--- src/rtl/vending_pkg.sv ---
// Shared coin codes and coin-acceptor state encodings, used by the acceptor
// and by the downstream vending FSM.
package vending_pkg;

    localparam logic [1:0] COIN_IDLE = 2'b00;
    localparam logic [1:0] COIN_5    = 2'b01;
    localparam logic [1:0] COIN_10   = 2'b10;

    typedef enum logic [1:0] {
        CA_IDLE = 2'b00,
        CA_MEAS = 2'b01,
        CA_JAM  = 2'b10,
        CA_HOLD = 2'b11
    } ca_state_t;

    function automatic logic in_band(input int w, input int lo, input int hi);
        return (w >= lo) && (w <= hi);
    endfunction

endpackage

--- src/rtl/sync2.sv ---
// Two-flop synchronizer for a raw asynchronous input; both flops clear on
// synchronous active-low reset.
module sync2 (
    input  logic clk,
    input  logic rst,
    input  logic i_d,
    output logic o_q
);

    logic r_meta;
    logic r_q;

    always_ff @(posedge clk) begin
        if (!rst) begin
            r_meta <= 1'b0;
            r_q    <= 1'b0;
        end else begin
            r_meta <= i_d;
            r_q    <= r_meta;
        end
    end

    assign o_q = r_q;

endmodule

--- src/rtl/coin_acceptor.sv ---
// Coin classifier: measures synchronized sensor pulse width and emits one
// registered coin code or reject per physical coin, with jam detection.
module coin_acceptor
    import vending_pkg::*;
#(
    parameter int W5_MIN    = 4,
    parameter int W5_MAX    = 7,
    parameter int W10_MIN   = 10,
    parameter int W10_MAX   = 15,
    parameter int JAM_LIMIT = 31,
    parameter int GAP       = 3,
    parameter int CNT_W     = 5
) (
    input  logic       clk,
    input  logic       rst,
    input  logic       sense,
    input  logic       enable,
    output logic [1:0] coin,
    output logic       reject,
    output logic       jam,
    output logic [1:0] state_present
);

    localparam logic [CNT_W-1:0] L_ZERO = '0;
    localparam logic [CNT_W-1:0] L_ONE  = CNT_W'(1);
    localparam logic [CNT_W-1:0] L_JAM  = CNT_W'(JAM_LIMIT);
    localparam logic [CNT_W-1:0] L_GAP  = CNT_W'(GAP);

    logic             w_s_sync;
    ca_state_t        r_state;
    ca_state_t        w_state_nxt;
    logic [CNT_W-1:0] r_cnt;
    logic [CNT_W-1:0] w_cnt_nxt;
    logic [1:0]       r_coin;
    logic [1:0]       w_coin_nxt;
    logic             r_reject;
    logic             w_rej_nxt;
    logic             r_jam;
    logic [CNT_W-1:0] w_cnt_inc;

    sync2 u_sync (
        .clk (clk),
        .rst (rst),
        .i_d (sense),
        .o_q (w_s_sync)
    );

    assign w_cnt_inc = r_cnt + L_ONE;

    always_comb begin
        w_state_nxt = r_state;
        w_cnt_nxt   = r_cnt;
        w_coin_nxt  = COIN_IDLE;
        w_rej_nxt   = 1'b0;
        case (r_state)
            CA_IDLE: begin
                if (w_s_sync) begin
                    w_state_nxt = CA_MEAS;
                    w_cnt_nxt   = L_ONE;
                end
            end
            CA_MEAS: begin
                if (w_s_sync) begin
                    if (r_cnt == L_JAM) w_state_nxt = CA_JAM;
                    else                w_cnt_nxt   = w_cnt_inc;
                end else begin
                    // Falling edge: enable only matters on this cycle.
                    w_state_nxt = CA_HOLD;
                    w_cnt_nxt   = L_ZERO;
                    if (enable && in_band(int'(r_cnt), W5_MIN, W5_MAX))
                        w_coin_nxt = COIN_5;
                    else if (enable && in_band(int'(r_cnt), W10_MIN, W10_MAX))
                        w_coin_nxt = COIN_10;
                    else
                        w_rej_nxt = 1'b1;
                end
            end
            CA_JAM: begin
                if (!w_s_sync) begin
                    w_state_nxt = CA_HOLD;
                    w_cnt_nxt   = L_ZERO;
                    w_rej_nxt   = 1'b1;
                end
            end
            CA_HOLD: begin
                // Any high here is trailing bounce; it restarts the quiet gap.
                if (w_s_sync) begin
                    w_cnt_nxt = L_ZERO;
                end else if (w_cnt_inc == L_GAP) begin
                    w_state_nxt = CA_IDLE;
                    w_cnt_nxt   = L_ZERO;
                end else begin
                    w_cnt_nxt = w_cnt_inc;
                end
            end
            default: begin
                w_state_nxt = CA_HOLD;
                w_cnt_nxt   = L_ZERO;
            end
        endcase
    end

    always_ff @(posedge clk) begin
        if (!rst) begin
            r_state  <= CA_HOLD;
            r_cnt    <= L_ZERO;
            r_coin   <= COIN_IDLE;
            r_reject <= 1'b0;
            r_jam    <= 1'b0;
        end else begin
            r_state  <= w_state_nxt;
            r_cnt    <= w_cnt_nxt;
            r_coin   <= w_coin_nxt;
            r_reject <= w_rej_nxt;
            r_jam    <= (w_state_nxt == CA_JAM);
        end
    end

    assign coin          = r_coin;
    assign reject        = r_reject;
    assign jam           = r_jam;
    assign state_present = r_state;

endmodule
--- config.mk ---
export PLATFORM = sky130hd
export DESIGN_NAME = coin_acceptor
export DESIGN_NICKNAME = d
export VERILOG_FILES = /design/src/rtl/vending_pkg.sv /design/src/rtl/sync2.sv /design/src/rtl/coin_acceptor.sv
export SDC_FILE = /design/constraint.sdc
export NUM_CORES = 1
export LEC_CHECK = 0
export ABC_AREA = 1
export BUFFER_PORTS_ARGS = -buffer_cell sky130_fd_sc_hd__buf_2
export CAP_MARGIN = 20
export CORE_MARGIN = 2
export CORE_UTILIZATION = 54
export DETAILED_ROUTE_END_ITERATION = 16
export PLACE_DENSITY = 0.79
export SYNTH_ARGS = -nofsm -noshare
export SYNTH_HDL_FRONTEND = slang
export SYNTH_SLANG_ARGS = --single-unit
--- constraint.sdc ---
create_clock -name clk -period 2.1 [get_ports clk]
set_input_delay 0.105 -clock clk [delete_from_list [all_inputs] [get_ports clk]]
set_output_delay 0.105 -clock clk [all_outputs]
set_load 0.1 [all_outputs]
# Yosys cells after proc, flatten, opt, wreduce, memory -nomap -nowiden
# Cells that the tools add are included.
[totals] input_bits=4 word_cells=53 regBits=13 output_inout_bits=6
[classes] eq_ne=9 mux=21 n_bitwise=2 order_cmp=4 n_reduce_logical=8 add_sub_neg=1
[op_table] op="two-way mux 5 bit" n=6
[op_table] op="case mux 5 bit (4 select lines)" n=1
[op_table] op="two-way mux 2 bit" n=7
[op_table] op="case mux 2 bit (4 select lines)" n=1
[op_table] op="equality test 2 bit, second input constant" n=3
[op_table] op="adder 5 x 1 -> 5 bit, second input constant" n=1
[op_table] op="equality test 5 x 2 -> 1 bit, second input constant" n=1
[op_table] op="equality test 5 bit, second input constant" n=1
[op_table] op="greater-or-equal comparator 5 x 3 -> 1 bit, second input constant" n=1
[op_table] op="greater-or-equal comparator 5 x 4 -> 1 bit, second input constant" n=1
[op_table] op="<= comparator 5 x 3 -> 1 bit, second input constant" n=1
[op_table] op="<= comparator 5 x 4 -> 1 bit, second input constant" n=1
[op_table] op="two-way mux 1 bit" n=5
[op_table] op="logical AND 1 bit" n=4
[op_table] op="OR reduction 4 bit" n=1
[op_table] op="!= test 3 bit, second input constant" n=1
[op_table] op="AND reduction 3 bit" n=1
[op_table] op="OR reduction 3 bit" n=1
[op_table] op="equality test 2 x 1 -> 1 bit, second input constant" n=1
[op_table] op="logical NOT 2 bit" n=1
[op_table] op="!= test 2 x 1 -> 1 bit, second input constant" n=1
[op_table] op="!= test 2 bit, second input constant" n=1
[op_table] op="NOT 1 bit" n=2
[op_table] op="case mux 1 bit (2 select lines)" n=1

# Longest topological paths before layout
# Gate-level depths: netlist of run 1.
[depth] ltp_word=7 mapped_depth=13 ltp_nobuf=13

# Cells and area by module
# From an unflattened synthesis of run 1, not the netlist that was laid out.
[hier_totals] cells_unflattened=111 area_unflattened_um2=793.3
[modules_own_cells] mod="coin_acceptor" n_inst=1 cells_per_inst=105 seq_area_each_um2=220.2 area_each_um2=738.2
[modules_own_cells] mod="sync2" n_inst=1 cells_per_inst=6 seq_area_each_um2=40.0 area_each_um2=55.1

# Worst setup path after synthesis of run 1
# Ideal clock, no wire load.
[synth_timing] path_kind="reg-to-reg" startpoint="reg r_state[0], in the netlist state_present[0]" endpoint="reg r_cnt[1]" synth_period_minus_slack_ns=2.261 path_slack_ns=-0.161 path_stages_with_launch=10 arrival_time_ns=2.191 t_required_ns=2.030 n_path_buf=0 setup_time_ns=0.070 cell_sequence="dfxtp_1 -> inv_1 -> ha_1 -> inv_1 -> nor2_1 -> inv_1 -> nand2_1 -> nor3_2 -> nand3_1 -> a21oi_1"
[synth_between] elab_chain_len=3 word_cells_on_any_way=9 cone_classes="eq/ne (6); mux (1); reduce/logical (2)"
[synth_rtl] element="from (decl)" line="coin_acceptor.sv:30" rtl="ca_state_t r_state;"
[synth_rtl] element="from (signal assigned)" line="coin_acceptor.sv:111" rtl="r_state <= w_state_nxt;"
[synth_rtl] element="equality test 2 x 1 -> 1 bit, or another cell as far along" line="coin_acceptor.sv:55" rtl="case (r_state)"
[synth_rtl] element="!= test 3 bit (no line), or another cell as far along"
[synth_rtl] element="AND reduction 3 bit (no line)"
[synth_rtl] element="to (signal assigned)" line="coin_acceptor.sv:112" rtl="r_cnt <= w_cnt_nxt;"
[synth_rtl] element="to (decl)" line="coin_acceptor.sv:32" rtl="logic [CNT_W-1:0] r_cnt;"
# Several ways; a longest one is shown, not always the timed one.
# A chain may end at the register's enable or synchronous reset.

# Worst setup path after layout of run 1
[layout_timing] startpoint="reg r_cnt[0]" endpoint="reg r_state[1], in the netlist state_present[1]"
[layout_between] elab_chain_len=5 word_cells_on_any_way=8 cone_classes="add/sub (1); eq/ne (2); mux (5)"
[layout_rtl] element="adder 5 x 1 -> 5 bit" line="coin_acceptor.sv:48" rtl="assign w_cnt_inc = r_cnt + L_ONE;"
[layout_rtl] element="equality test 5 x 2 -> 1 bit" line="coin_acceptor.sv:89" rtl="end else if (w_cnt_inc == L_GAP) begin"
[layout_rtl] element="two-way mux 2 bit" line="coin_acceptor.sv:89"
[layout_rtl] element="two-way mux 2 bit" line="coin_acceptor.sv:87" rtl="if (w_s_sync) begin"
[layout_rtl] element="case mux 2 bit (4 select lines) *" line="coin_acceptor.sv:55"
# Mark *: on every way between the ends. The rest lies on a longest branch, timed or not.

==> results of run 1 <==
-- path summary, 6_finish.rpt --
path | start | end | slack (ps) | depth (start not counted)
worst min register to register | u_sync.r_meta$_SDFF_PN0_ | u_sync.o_q$_SDFF_PN0_ | 430 | 2
worst max-delay path | r_cnt[0]$_SDFFE_PN0P_ | state_present[1]$_SDFF_PN1_ | 170 | 12
worst max register to register | r_cnt[0]$_SDFFE_PN0P_ | state_present[1]$_SDFF_PN1_ | 170 | 12
worst min-delay path | sense | u_sync.r_meta$_SDFF_PN0_ | 5 | 3
-- layout make-up --
| type | count | area, um^2 |
|---|---|---|
| repair buffers | 10 | 52.55 |
| inverters | 20 | 75.07 |
| flip-flops and latches | 13 | 262.8 |
| fillers | 110 | 447.9 |
| multi-input cells | 78 | 450.4 |
| clock buffers | 4 | 26.28 |
| well taps | 15 | 18.77 |
-- stage by stage --
| stage | setup slack (ps) | setup TNS (ps) | cell area, um^2 |
|---|---|---|---|
| after floorplan | 220.2 | 0 | 788.3 |
| after global placement | 180.7 | 0 | 854.6 |
| after detailed placement | 124.4 | 0 | 854.6 |
| after CTS | 115.3 | 0 | 880.8 |
| after global routing | -0.8169 | -0.8169 | 885.9 |
| final | 165.1 | 0 | 885.9 |
-- placed cells by master, fill, tap and decap left out, types with 2 or more instances in the layout --
cell type  netlist  final
dfxtp_2          0      2
nand2_1         31     31
o21ai_1          2      2
clkbuf_4         0      3
ha_1             9      9
a21oi_1          7      7
nand3_1          5      5
nor3_2           1      2
buf_2            1      9
dfxtp_1         13     11
nand2_2          3      3
nor2_1           8      8
nand3b_1         2      2
inv_1           19     19
-- power breakdown --
part | internal, mW | switching (mW)
Sequential | 0.298 | 0.0437
Clock | 0.0739 | 0.0806
Combinational | 0.191 | 0.480
-- layer usage --
layer	global-route usage (%)	vias to the layer above
li1	-	378
met1	22.11	298
met2	30.31	19
met3	3.017	4
met4	12.50	0
met5	0	-
-- logic make-up after synthesis --
group                      after synthesis  share of synthesized area [%]
buffers and inverters                   21                          10.19
DFF                                     13                          33.12
adders and majority gates                9                          14.33
AOI/OAI and AO/OA                       15                          11.31
and+or+nand+nor                         54                          31.05
-- worst register-to-register path: cells and delay by family, from the launching register on --
family / cells / cell delay, ps
AND/OR/NAND/NOR: 8 / 780
buffers and inverters: 1 / 90
flip-flops: 1 / 400
adder cells (fa/ha/maj): 2 / 410
AO/OA/AOI/OAI: 1 / 170
-- flip-flops by register name (all words and copies together), names as in the netlist --
name           cells
coin               2
jam                1
r_cnt              5
reject             1
state_present      2
u_sync.o_q         1
u_sync.r_meta      1
-- timing repair --
| item | 4_1_cts | 5_1_grt |
|---|---|---|
| setup endpoints to repair | 0 | 2 |
| gates resized for setup | 0 | 1 |
| buffers inserted | 0 | 0 |
==> out/results.ini, run 1 <==
[place]
dp_hpwl_um = 1164
io_buffer_count = 9
dp_cells = 136
gp_congestion = 0.8696

[synth]
yosysUniqueCellTypes = 23
yosys_warnings = 0
synth_nets = 125
synthTopCellsByCount = nand2_1 (31), inv_1 (19), dfxtp_1 (13)
synth_most_common_cell = nand2_1
synth_edf_count = 0
synth_area_um2 = 785.8
synth_top_area_cell = dfxtp_1
synth_cells = 112
synth_top_cell_area_share_pct = 33.12
synth-async-reset-ratio_pct = 0
synth.avg_cell_area_um2 = 7.016
yosys-top-cells-area = dfxtp_1 (33%), nand2_1 (15%), ha_1 (14%)
ys_seq_area_share_pct = 33.12
synth_ff_type = dfxtp_1
synth-seq-cells = 13

[clock_tree]
cts.htree.levels = 1
cts_tree = built
cts_root_buf = clkbuf_4
clk_latency_ps = 280
cts_sinks = 13
cts.path.max_buffers = 2
numCtsBuffers = 3
holdBufCountCts = 0
clkTransAtPathRegs_ps = 80

[floorplan]
rows = 13
dieWidth_um = 42.15
core_um2 = 1334
dieHeight_um = 42.15
num_io_pins = 10
dieArea_um2 = 1776
start_util_pct = 58.91

[routing]
drc = 0
routed_wl_um = 1541
ant_nets = 0
viasPerCell = 4.993
dr_wl_met2_um = 708
wl_per_cell_um = 11.01
dr.max_layer_used = met4
met3_length_um = 82
dr.pass1.iters = 4
vias = 699
wl_met1_um = 723
drt_iter0_drc = 18

[global_routing]
antenna_found_initial = 0
grt_pass1_vias = 638
grt_pass1_wl_um = 2504
overflow = 0
grt_max_degree = 9
grt_use_total_pct = 18.54

[job]
maxCapViolations = 0

[sta]
max_freq_ghz = 0.5168
slew_violations = 0
post-route-period-util_pct = 92.14
relSlewSlack_pct = 67.76
setup_viol = 0
fin_hold_ws_ps = 4.942
tightest_slew_ps = 486.9
finClkSkew_ps = 4.222
report.final.hold_viol_count = 0
period_minus_slack_ps = 1935

[critical_path]
path_class = flip-flop to flip-flop
end_kind = flip-flop
start_kind = flip-flop
critPathTopFamily = simple AND/OR/NAND/NOR gates
cpPeakStageDelay_ps = 400
cp_max_fo = 5
cp_slowest_cell = dfxtp_1
cp.arrival_ps = 2110
crit_path_frequent_cell = nand2_1
cp.required_ps = 2280
crit_buf_inv = 1
crit_path_cell_trace = ha_1, inv_1, nor3_2, ha_1, nand2_1, nand3b_1, nor2_4, nand2_2, nand2_1, nand2_1, a21oi_2, nand2_1

[worst_hold_path]
hold_path_class = input port to flip-flop

[finish]
num_antenna_cells = 0
final_util_pct = 66.42
final_nets = 139
area_growth_pct = 12.74
final-instance-count-excl-fill = 140
drive_gt1_share_pct = 19.20

[pwr]
p_leak_nw = 0.4420
power_density_nw_per_um2 = 1318
finalPower_mw = 1.167
peakVddDrop_mv = 0.9549

[run_status]
status = finished clean

(Power assumes the default switching activity.)
==> run 2: changes to the inputs <==
--- a/config.mk
+++ b/config.mk
@@ -8,10 +8,13 @@
 export ABC_AREA = 1
 export BUFFER_PORTS_ARGS = -buffer_cell sky130_fd_sc_hd__buf_2
 export CAP_MARGIN = 20
+export CELL_PAD_IN_SITES_DETAIL_PLACEMENT = 0
+export CELL_PAD_IN_SITES_GLOBAL_PLACEMENT = 1
 export CORE_MARGIN = 2
-export CORE_UTILIZATION = 54
+export CORE_UTILIZATION = 39
 export DETAILED_ROUTE_END_ITERATION = 16
 export PLACE_DENSITY = 0.79
 export SYNTH_ARGS = -nofsm -noshare
 export SYNTH_HDL_FRONTEND = slang
+export SYNTH_HIERARCHICAL = 1
 export SYNTH_SLANG_ARGS = --single-unit
==> out/results.ini, run 2 <==
[floorplan]
start_util_pct = 40.85  ; -18 points
num_io_pins = 10  ; unchanged
dieArea_um2 = 2411  ; +36%
dieHeight_um = 49.10  ; +17%
core_um2 = 1942  ; +46%
rows = 16  ; +3
dieWidth_um = 49.10  ; +17%

[finish]
stdcell_area_um2 = 922.1  ; +4.1%
final_cell_mix = nand2_1 (31), inv_1 (17), dfxtp_1 (11)
final_common_cell = nand2_1
num_antenna_cells = 0  ; unchanged
final_nets = 140  ; +0.72%
area_growth_pct = 16.25
drive_gt1_share_pct = 20.00  ; +0.80 points
largest_reg_flops = 5  ; unchanged
final_util_pct = 47.49  ; -19 points
top_register = r_cnt

[global_routing]
grt_pass1_wl_um = 2539  ; +1.4%
antenna_found_initial = 0  ; unchanged
grt_pass1_vias = 636  ; -0.31%
grt_max_degree = 8  ; -1
grt_use_total_pct = 13.78  ; -4.8 points
overflow = 0  ; unchanged

[synth]
synth.avg_cell_area_um2 = 7.146  ; +1.9%
synth_top_cell_area_share_pct = 32.81  ; -0.31 points
synth_top_area_cell = dfxtp_1
synth_most_common_cell = nand2_1
synth_cells = 111  ; -0.89%
synth_area_um2 = 793.3  ; +0.96%
synth-async-reset-ratio_pct = 0  ; unchanged
yosys-top-cells-area = dfxtp_1 (33%), ha_1 (16%), nand2_1 (15%)
yosysUniqueCellTypes = 19  ; -17%
synth_edf_count = 0  ; unchanged
ys_seq_area_share_pct = 32.81  ; -0.31 points
yosys_warnings = 6  ; +6
synth-seq-cells = 13  ; unchanged
synthTopCellsByCount = nand2_1 (31), inv_1 (17), dfxtp_1 (13)
synth_nets = 125  ; unchanged
synth_ff_type = dfxtp_1

[critical_path]
crit_path_cell_trace = ha_1, inv_1, nor3_2, ha_1, nand2_1, nand3b_2, nor2_4, nand2_2, nand3_1, nand2_1, nand2_1, nand2_1
cp.required_ps = 2280  ; about the same
cpPeakStageDelay_ps = 430  ; +30 ps
crit_path_frequent_cell = nand2_1
critPathTopFamily = simple AND/OR/NAND/NOR gates
cp.arrival_ps = 2110  ; about the same
crit_buf_inv = 1  ; unchanged
start_kind = flip-flop
path_class = flip-flop to flip-flop
end_kind = flip-flop
cp_max_fo = 7  ; +2
cp_slowest_cell = dfxtp_1

[pwr]
power_density_nw_per_um2 = 1230  ; -6.6%
p_switching_mw = 0.5898  ; -2.4%
p_clk_share_pct = 13.9  ; +0.7 points
p_sw_share_pct = 51.99  ; +0.21 points
p_int_mw = 0.5446  ; -3.2%
p_leak_nw = 0.4459  ; +0.87%
peakVddDrop_mv = 0.8988  ; -5.9%
pwr-share-seq_pct = 30.0  ; +0.8 points
share_comb_of_total_power_pct = 56.1  ; -1.4 points

[clock_tree]
cts.path.max_buffers = 2  ; unchanged
clkTransAtPathRegs_ps = 90  ; about the same
clk_latency_ps = 280  ; about the same
numCtsBuffers = 3  ; unchanged
cts_tree = built
cts_root_buf = clkbuf_4
cts.htree.levels = 1  ; unchanged
cts_sinks = 13  ; unchanged

[job]
maxCapViolations = 0  ; unchanged

[routing]
routed_wl_um = 1643  ; +6.6%
ant_nets = 0  ; unchanged
vias = 738  ; +5.6%
viasPerCell = 4.855  ; -2.8%
drt_iter0_drc = 14  ; -4
dr.pass1.iters = 4  ; unchanged
drc = 0  ; unchanged
wl_per_cell_um = 10.81  ; -1.8%

[place]
dp_slack_ps = 111.8  ; -12.60 ps
gp_congestion = 0.8388  ; -3.5%
dp_hpwl_um = 1193  ; +2.5%
place_area_um2 = 882.1  ; +3.2%
io_buffer_count = 9  ; unchanged

[worst_hold_path]
hold_path_class = input port to flip-flop

[run_status]
status = finished clean

[sta]
fin_hold_ws_ps = 7.039  ; +2.098 ps
grt_setup_unrepaired = false
max_freq_ghz = 0.5187  ; +0.36%
report.final.hold_viol_count = 0  ; unchanged
worst_slack_ps = 172.0  ; +6.915 ps
fin_tns_setup_ps = 0  ; unchanged
slew_violations = 0  ; unchanged
tightest_slew_ps = 484.3  ; -2.666 ps
relSlewSlack_pct = 67.94  ; +0.18 points
period_minus_slack_ps = 1928  ; -6.915 ps
post-route-period-util_pct = 91.81  ; -0.33 points
setup_viol = 0  ; unchanged
finClkSkew_ps = 10.13  ; +5.912 ps

## run 2: layout make-up
type / instances / area (um^2)
fill: 202 / 1020
multi-input combinational: 80 / 479.2
sequential: 13 / 262.8
inverter: 18 / 67.56
timing repair buffer: 10 / 52.55
tap: 27 / 33.78
clock buffer: 4 / 26.28
## run 2: kinds of logic (layout without fill, tap and decap cells)
kind of cell    Yosys count  count (layout)  share of synthesized area (%)
buf+inv                  18              32                          8.517
simple gates             54              54                          31.39
fa+ha+maj                10              10                          15.77
flops                    13              13                          32.81
compound gates           16              16                          11.51
## run 2: power by group through the flow
stage	sequential (mW)	clock (mW)	combinational [mW]
finish	0.341	0.158	0.636
floorplan	0.530	0	0.330
detailed placement	0.345	0	0.622
global placement	0.344	0	0.625
CTS	0.340	0.158	0.627
global route	0.347	0.174	0.697
## run 2: worst paths after layout
| path | cells past startpoint | end | startpoint | slack (ps) |
|---|---|---|---|---|
| max | 12 | state_present[1]$_SDFF_PN1_ | r_cnt[1]$_SDFFE_PN0P_ | 170 |
| min | 3 | u_sync/r_meta$_SDFF_PN0_ | sense | 7 |
| max reg2reg | 12 | state_present[1]$_SDFF_PN1_ | r_cnt[1]$_SDFFE_PN0P_ | 170 |
| min reg2reg | 2 | u_sync/o_q$_SDFF_PN0_ | u_sync/r_meta$_SDFF_PN0_ | 410 |
## run 2: worst min-delay path: cells and delay by family
family        cells  cell delay [ps]
buf+inv           2              110
simple gates      1               40
## run 2: what timing repair did
action,in CTS,in global routing
endpoints found under the setup margin,0,6
gates resized for setup,0,2
hold buffers,0,0
buffers inserted,0,0
## run 2: layer usage
layer / track usage (%) / wire length (um) / share of wire, % / up-vias
met2: 21.85 / 738 / 45 / 23
li1: - / - / - / 382
met4: 7.143 / 31 / 1.9 / 0
met5: 0 / 0 / 0 / -
met1: 16.98 / 788 / 48 / 328
met3: 3.681 / 84 / 5.1 / 5
## run 2: per-stage QoR
step | std cells | total power [mW]
finish | 152 | 1.134
global route | 152 | 1.219
CTS | 152 | 1.125
detailed placement | 148 | 0.9666
global placement | 148 | 0.9683
floorplan | 111 | 0.8600
